[config.mk]
export PLATFORM = sky130hd
export DESIGN_NAME = modulo_conversor_bcd_display_7_bits
export DESIGN_NICKNAME = d
export VERILOG_FILES = /design/src/rtl/modulo_conversor_bcd_display_7_bits.sv
export SDC_FILE = /design/constraint.sdc
export NUM_CORES = 1
export LEC_CHECK = 0
export ABC_AREA = 1
export CORE_MARGIN = 10
export CORE_UTILIZATION = 55
export CTS_BUF_LIST = sky130_fd_sc_hd__clkbuf_4 sky130_fd_sc_hd__clkbuf_8
export DETAILED_ROUTE_END_ITERATION = 6
export GPL_ROUTABILITY_DRIVEN = 0
export PLACE_DENSITY = 0.85
export SLEW_MARGIN = 20
export SYNTH_ARGS = -nofsm -noshare
export SYNTH_HDL_FRONTEND = slang
export SYNTH_SLANG_ARGS = --single-unit
[constraint.sdc]
create_clock -name clk -period 2.84 [get_ports clk]
set_clock_uncertainty 0.2 [all_clocks]
set_input_delay 0.426 -clock clk [delete_from_list [all_inputs] [get_ports clk]]
set_output_delay 0.426 -clock clk [all_outputs]
set_load 0.03 [all_outputs]
[src/rtl/modulo_conversor_bcd_display_7_bits.sv]
// 7-bit binary to 3-digit BCD converter (sequential double-dabble, start/busy/done)
// driving a multiplexed 3-digit 7-segment display with leading-zero blanking.
module modulo_conversor_bcd_display_7_bits #(
    parameter int SCAN_DIV = 50000
) (
    input  logic        clk,
    input  logic        clr,
    input  logic [6:0]  bin_in,
    input  logic        start,
    output logic        busy,
    output logic        done,
    output logic [11:0] bcd_out,
    output logic [6:0]  seg,
    output logic [2:0]  an
);

    // Handshake: start is level-sampled and only accepted in S_IDLE; busy is high
    // for the 7 shift cycles; done pulses for one cycle once bcd_out holds the result.
    typedef enum logic [1:0] {
        S_IDLE = 2'd0,
        S_CONV = 2'd1,
        S_DONE = 2'd2
    } state_t;

    localparam int PW = (SCAN_DIV > 1) ? $clog2(SCAN_DIV) : 1;

    state_t        r_state;
    logic [18:0]   r_shift;
    logic [2:0]    r_step;
    logic          r_busy;
    logic          r_done;
    logic [11:0]   r_bcd;
    logic [PW-1:0] r_presc;
    logic [1:0]    r_digit;

    logic [18:0]   w_adj;
    logic [18:0]   w_shifted;
    logic [3:0]    w_sel;
    logic          w_blank;
    logic [2:0]    w_an;

    // Register layout is {H[18:15], T[14:11], U[10:7], bin[6:0]}.
    always_comb begin
        w_adj = r_shift;
        for (int i = 0; i < 3; i++) begin
            if (r_shift[7+4*i +: 4] >= 4'd5)
                w_adj[7+4*i +: 4] = r_shift[7+4*i +: 4] + 4'd3;
        end
        w_shifted = w_adj << 1;
    end

    always_ff @(posedge clk or negedge clr) begin
        if (!clr) begin
            r_state <= S_IDLE;
            r_shift <= '0;
            r_step  <= '0;
            r_busy  <= 1'b0;
            r_done  <= 1'b0;
            r_bcd   <= '0;
        end else begin
            case (r_state)
                S_IDLE: begin
                    r_done <= 1'b0;
                    if (start) begin
                        r_shift <= {12'h000, bin_in};
                        r_step  <= '0;
                        r_busy  <= 1'b1;
                        r_state <= S_CONV;
                    end
                end
                S_CONV: begin
                    r_shift <= w_shifted;
                    r_step  <= r_step + 3'd1;
                    if (r_step == 3'd6) begin
                        r_bcd   <= w_shifted[18:7];
                        r_busy  <= 1'b0;
                        r_done  <= 1'b1;
                        r_state <= S_DONE;
                    end
                end
                S_DONE: begin
                    r_done  <= 1'b0;
                    r_state <= S_IDLE;
                end
                default: begin
                    r_busy  <= 1'b0;
                    r_done  <= 1'b0;
                    r_state <= S_IDLE;
                end
            endcase
        end
    end

    // Scan runs freely, independent of the converter.
    always_ff @(posedge clk or negedge clr) begin
        if (!clr) begin
            r_presc <= '0;
            r_digit <= '0;
        end else if (r_presc == PW'(SCAN_DIV - 1)) begin
            r_presc <= '0;
            r_digit <= (r_digit == 2'd2) ? 2'd0 : r_digit + 2'd1;
        end else begin
            r_presc <= r_presc + PW'(1);
        end
    end

    function automatic logic [6:0] seg_decode(input logic [3:0] d);
        case (d)
            4'd0:    seg_decode = 7'h3F;
            4'd1:    seg_decode = 7'h06;
            4'd2:    seg_decode = 7'h5B;
            4'd3:    seg_decode = 7'h4F;
            4'd4:    seg_decode = 7'h66;
            4'd5:    seg_decode = 7'h6D;
            4'd6:    seg_decode = 7'h7D;
            4'd7:    seg_decode = 7'h07;
            4'd8:    seg_decode = 7'h7F;
            4'd9:    seg_decode = 7'h6F;
            default: seg_decode = 7'h00;
        endcase
    endfunction

    always_comb begin
        w_an    = 3'b110;
        w_sel   = r_bcd[3:0];
        w_blank = 1'b0;
        case (r_digit)
            2'd1: begin
                w_an    = 3'b101;
                w_sel   = r_bcd[7:4];
                w_blank = (r_bcd[11:8] == 4'd0) && (r_bcd[7:4] == 4'd0);
            end
            2'd2: begin
                w_an    = 3'b011;
                w_sel   = r_bcd[11:8];
                w_blank = (r_bcd[11:8] == 4'd0);
            end
            default: begin
                w_an    = 3'b110;
                w_sel   = r_bcd[3:0];
                w_blank = 1'b0;
            end
        endcase
    end

    assign busy    = r_busy;
    assign done    = r_done;
    assign bcd_out = r_bcd;
    assign an      = w_an;
    assign seg     = w_blank ? 7'h00 : seg_decode(w_sel);

endmodule

==> summary.md <==
| Metric | Value |
|---|---|
| Total Routed Length | `a little under 7 mm` |
| Top delay family on crit path | `simple AND/OR/NAND/NOR gates` |
| Leakage power | `around 1.9 nW` |
| Final number of setup-violating endpoints | `0` |
| CTS Root Cell | `clkbuf_8` |
| First-pass GRT wire length | `11.5 mm` |
| Vias | `about 2800` |
| Iteration count of the initial detailed-routing pass | `4` |
| Non-Filler Instances | `539` |
| Layout area overhead | `19.0%` |
| CP Max Fanout | `5` |
| # clock sinks | `between 50 and 60` |
| Run status | `finished clean` |
| Mapped Nets | `449` |
| Min cycle time layout | `roughly 2700 ps` |
| Worst Path Arrival | `2110 ps` |
| Total GRT Usage | `0.153` |
| Max-slew violations | `0` |
| Total grt overflow | `0` |
| Die area | `between 0.009 and 0.01 mm^2` |
| Worst slew margin | `0.592` |
| Input/output buffers | `33` |
| Die Height | `slightly below 100 um` |
| Largest net degree at the start of global routing | `31` |
| Syn Inst Count | `between 400 and 500` |
| Vias in the first global route | `approximately 2600` |
| Core box area | `about 0.0056 mm^2` |
| Hpwl dp | `a little over 5 mm` |
| Average instance area after synthesis | `about 7.6 um^2` |
| Post-route DRC | `0` |
| Initial antenna violation count | `0` |
| Post-DP Area | `approximately 0.0036 mm^2` |
| Antenna-violating nets left | `0` |
| Worst path slowest cell | `dfrtp_1` |
| Netlist cell types | `26` |
| Max rail drop VDD | `0.718 mV` |
| Worst-margin pin slew | `611 ps` |
| Clk buf depth | `2` |
| Fin nets | `about 490` |
| Max cap viols | `0` |
| Crit path launch type | `register` |
| Starting Density | `0.572` |
| Fmax | `0.366 GHz` |
| CP Class | `register to output pin` |
| Final core utilization | `0.681` |
| Number of I/O pins | `34` |
| H-tree levels | `2` |
| Pwr Density | `approximately 950 mW/mm^2` |
| Worst-path cell chain | `buf_4 -> ha_4 -> nand2_1 -> nand3_2 -> nand2_4 -> inv_2 -> ha_1 -> inv_1 -> nand3_1 -> nand2_1 -> nor2_1 -> nor2_1 -> buf_4` |
| Num CTS Buffers | `5` |
| CP peak stage delay | `roughly 420 ps` |
| Initial DRC count | `roughly 130` |
| Bufs and invs on worst path | `4` |
| Mapped cell area | `0.00319 mm^2` |
| Hold crit path type | `register to register` |
| Layout fillers | `446` |
| Yosys warnings | `0` |
| Critical path endpoint category | `output pin` |
| Pre-CTS WS | `approximately 120 ps` |
| Worst-path clk slew | `around 90 ps` |
| Die X | `between 90 and 100 um` |
| Vias/cell | `approximately 5.2` |
| Clk_lat worst skew | `roughly 320 ps` |
| Sequential area share after synthesis | `0.440` |
| Diodes inserted | `0` |
| Required @ worst endpoint | `roughly 2200 ps` |
| WL/cell | `~13 um` |
| Final Hold Viols | `0` |
| CTS tree | `yes` |
| Fin crit share | `0.963` |
| Dpl cells | `around 520` |
| Design area | `around 0.0038 mm^2` |
| Num rows | `27` |
| Fin worst setup slack | `104 ps` |
| Seq cells post-synth | `56` |
| Layout cell share with drive strength beyond 1 | `0.131` |
==> per-stage QoR <==
step           power [mW]  setup TNS, ps  hold slack [ps]
2_1_floorplan        2.51              0            -69.6
3_3_place_gp         3.03              0              260
3_5_place_dp         3.11              0              267
4_1_cts              3.59          -4.33              294
5_1_grt              3.89          -96.7              311
6_report             3.61              0              286
==> layout make-up <==
| class | instances | area (um^2) | area share |
|---|---|---|---|
| multi-input cells | 298 | 1570 | 0.414 |
| well taps | 72 | 90.1 | 0.0237 |
| inverters | 61 | 233 | 0.0613 |
| clock inverters | 2 | 10.0 | 0.00264 |
| clock buffers | 6 | 82.6 | 0.0218 |
| repair buffers | 44 | 405 | 0.107 |
| flip-flops and latches | 56 | 1400 | 0.369 |
==> final timing paths <==
path	cells past startpoint	endpoint	startpoint	slack (ps)
hold reg to reg	2	busy	busy	290
hold / removal	2	busy	busy	290
min in group asynchronous	2	r_presc[1]	clr	450
max in group asynchronous	3	r_shift[8]	clr	1420
setup reg to reg	6	bcd_out[11]	r_state[1]	940
setup / recovery	13	seg[5]	r_digit[1]	100
==> repair_timing <==
action | 4_1_cts | 5_1_grt
pin swaps | 1 | 4
hold endpoints to repair | 26 | 0
gates cloned | 0 | 0
setup endpoints to repair | 7 | 6
setup buffers | 3 | 6
resized for setup | 5 | 13
hold buffers | 1 | 0
==> worst reg2reg max path: stages, from the launching register on <==
cell	delay (ps)
dfrtp_1	430
nor2_4	340
inv_2	240
nor2_8	240
inv_2	170
nand2_1	120
o21ai_2	50
==> state kept, by name, indices dropped and copies added (netlist names) <==
register / flops
bcd_out: 12
busy: 1
done: 1
r_digit: 2
r_presc: 16
r_shift: 19
r_state: 2
r_step: 3
==> Yosys cell counts <==
library cell  number  area (um^2)
a21oi_1            3         15.0
a22oi_1            1         7.51
buf_2              4         20.0
buf_6              2         22.5
clkinv_2           1         5.00
dfrtp_1           56         1400
ha_1              18          225
inv_1             55          206
inv_2              5         18.8
nand2_1          117          439
nand2_2            7         43.8
nand3_1           33          165
nand3_2            1         10.0
nand4_1            5         31.3
nor2_1            54          203
nor2_2             2         12.5
nor2_4             1         11.3
nor2_8             1         20.0
nor3_1             3         15.0
o21ai_0           31          155
o21ai_1            2         10.0
o21ai_2            4         35.0
o21bai_1           1         7.51
o22ai_1            5         31.3
or2_2              1         6.26
xor2_1             8         70.1
==> power breakdown <==
part           internal [mW]  switching, mW
Combinational          0.690           1.22
Clock                  0.195          0.254
Sequential              1.05          0.202
Total                   1.93           1.68
==> layout by cell type (no fill, tap or decap), types with 4 or more instances in the layout <==
cell type	count
clkdlybuf4s50_1	25
inv_1	51
clkbuf_8	6
nand4_1	5
inv_2	8
nand3_1	32
xor2_1	8
ha_1	15
nor2_1	53
o21ai_0	30
o21ai_2	4
dfrtp_1	56
o22ai_1	5
nand2_2	9
buf_4	16
nand2_1	114
==> logic make-up after synthesis <==
kind of cell / after synthesis / synth area share
flip-flops: 56 / 0.440
adder cells (fa/ha/maj): 18 / 0.0706
XOR/XNOR: 8 / 0.0220
AO/OA/AOI/OAI: 47 / 0.0820
AND/OR/NAND/NOR: 225 / 0.300
buffers and inverters: 67 / 0.0856
==> per-layer routing <==
| metal | part of all wire | vias up | wire length (um) | track usage |
|---|---|---|---|---|
| li1 | - | 1411 | - | - |
| met1 | 0.44 | 1305 | 3100 | 0.201 |
| met2 | 0.47 | 72 | 3300 | 0.244 |
| met3 | 0.068 | 8 | 472 | 0.0327 |
| met4 | 0.013 | 0 | 93 | 0.0504 |
| met5 | 0 | - | 0 | 0 |
Note: power is estimated with default switching activity, not from simulation.
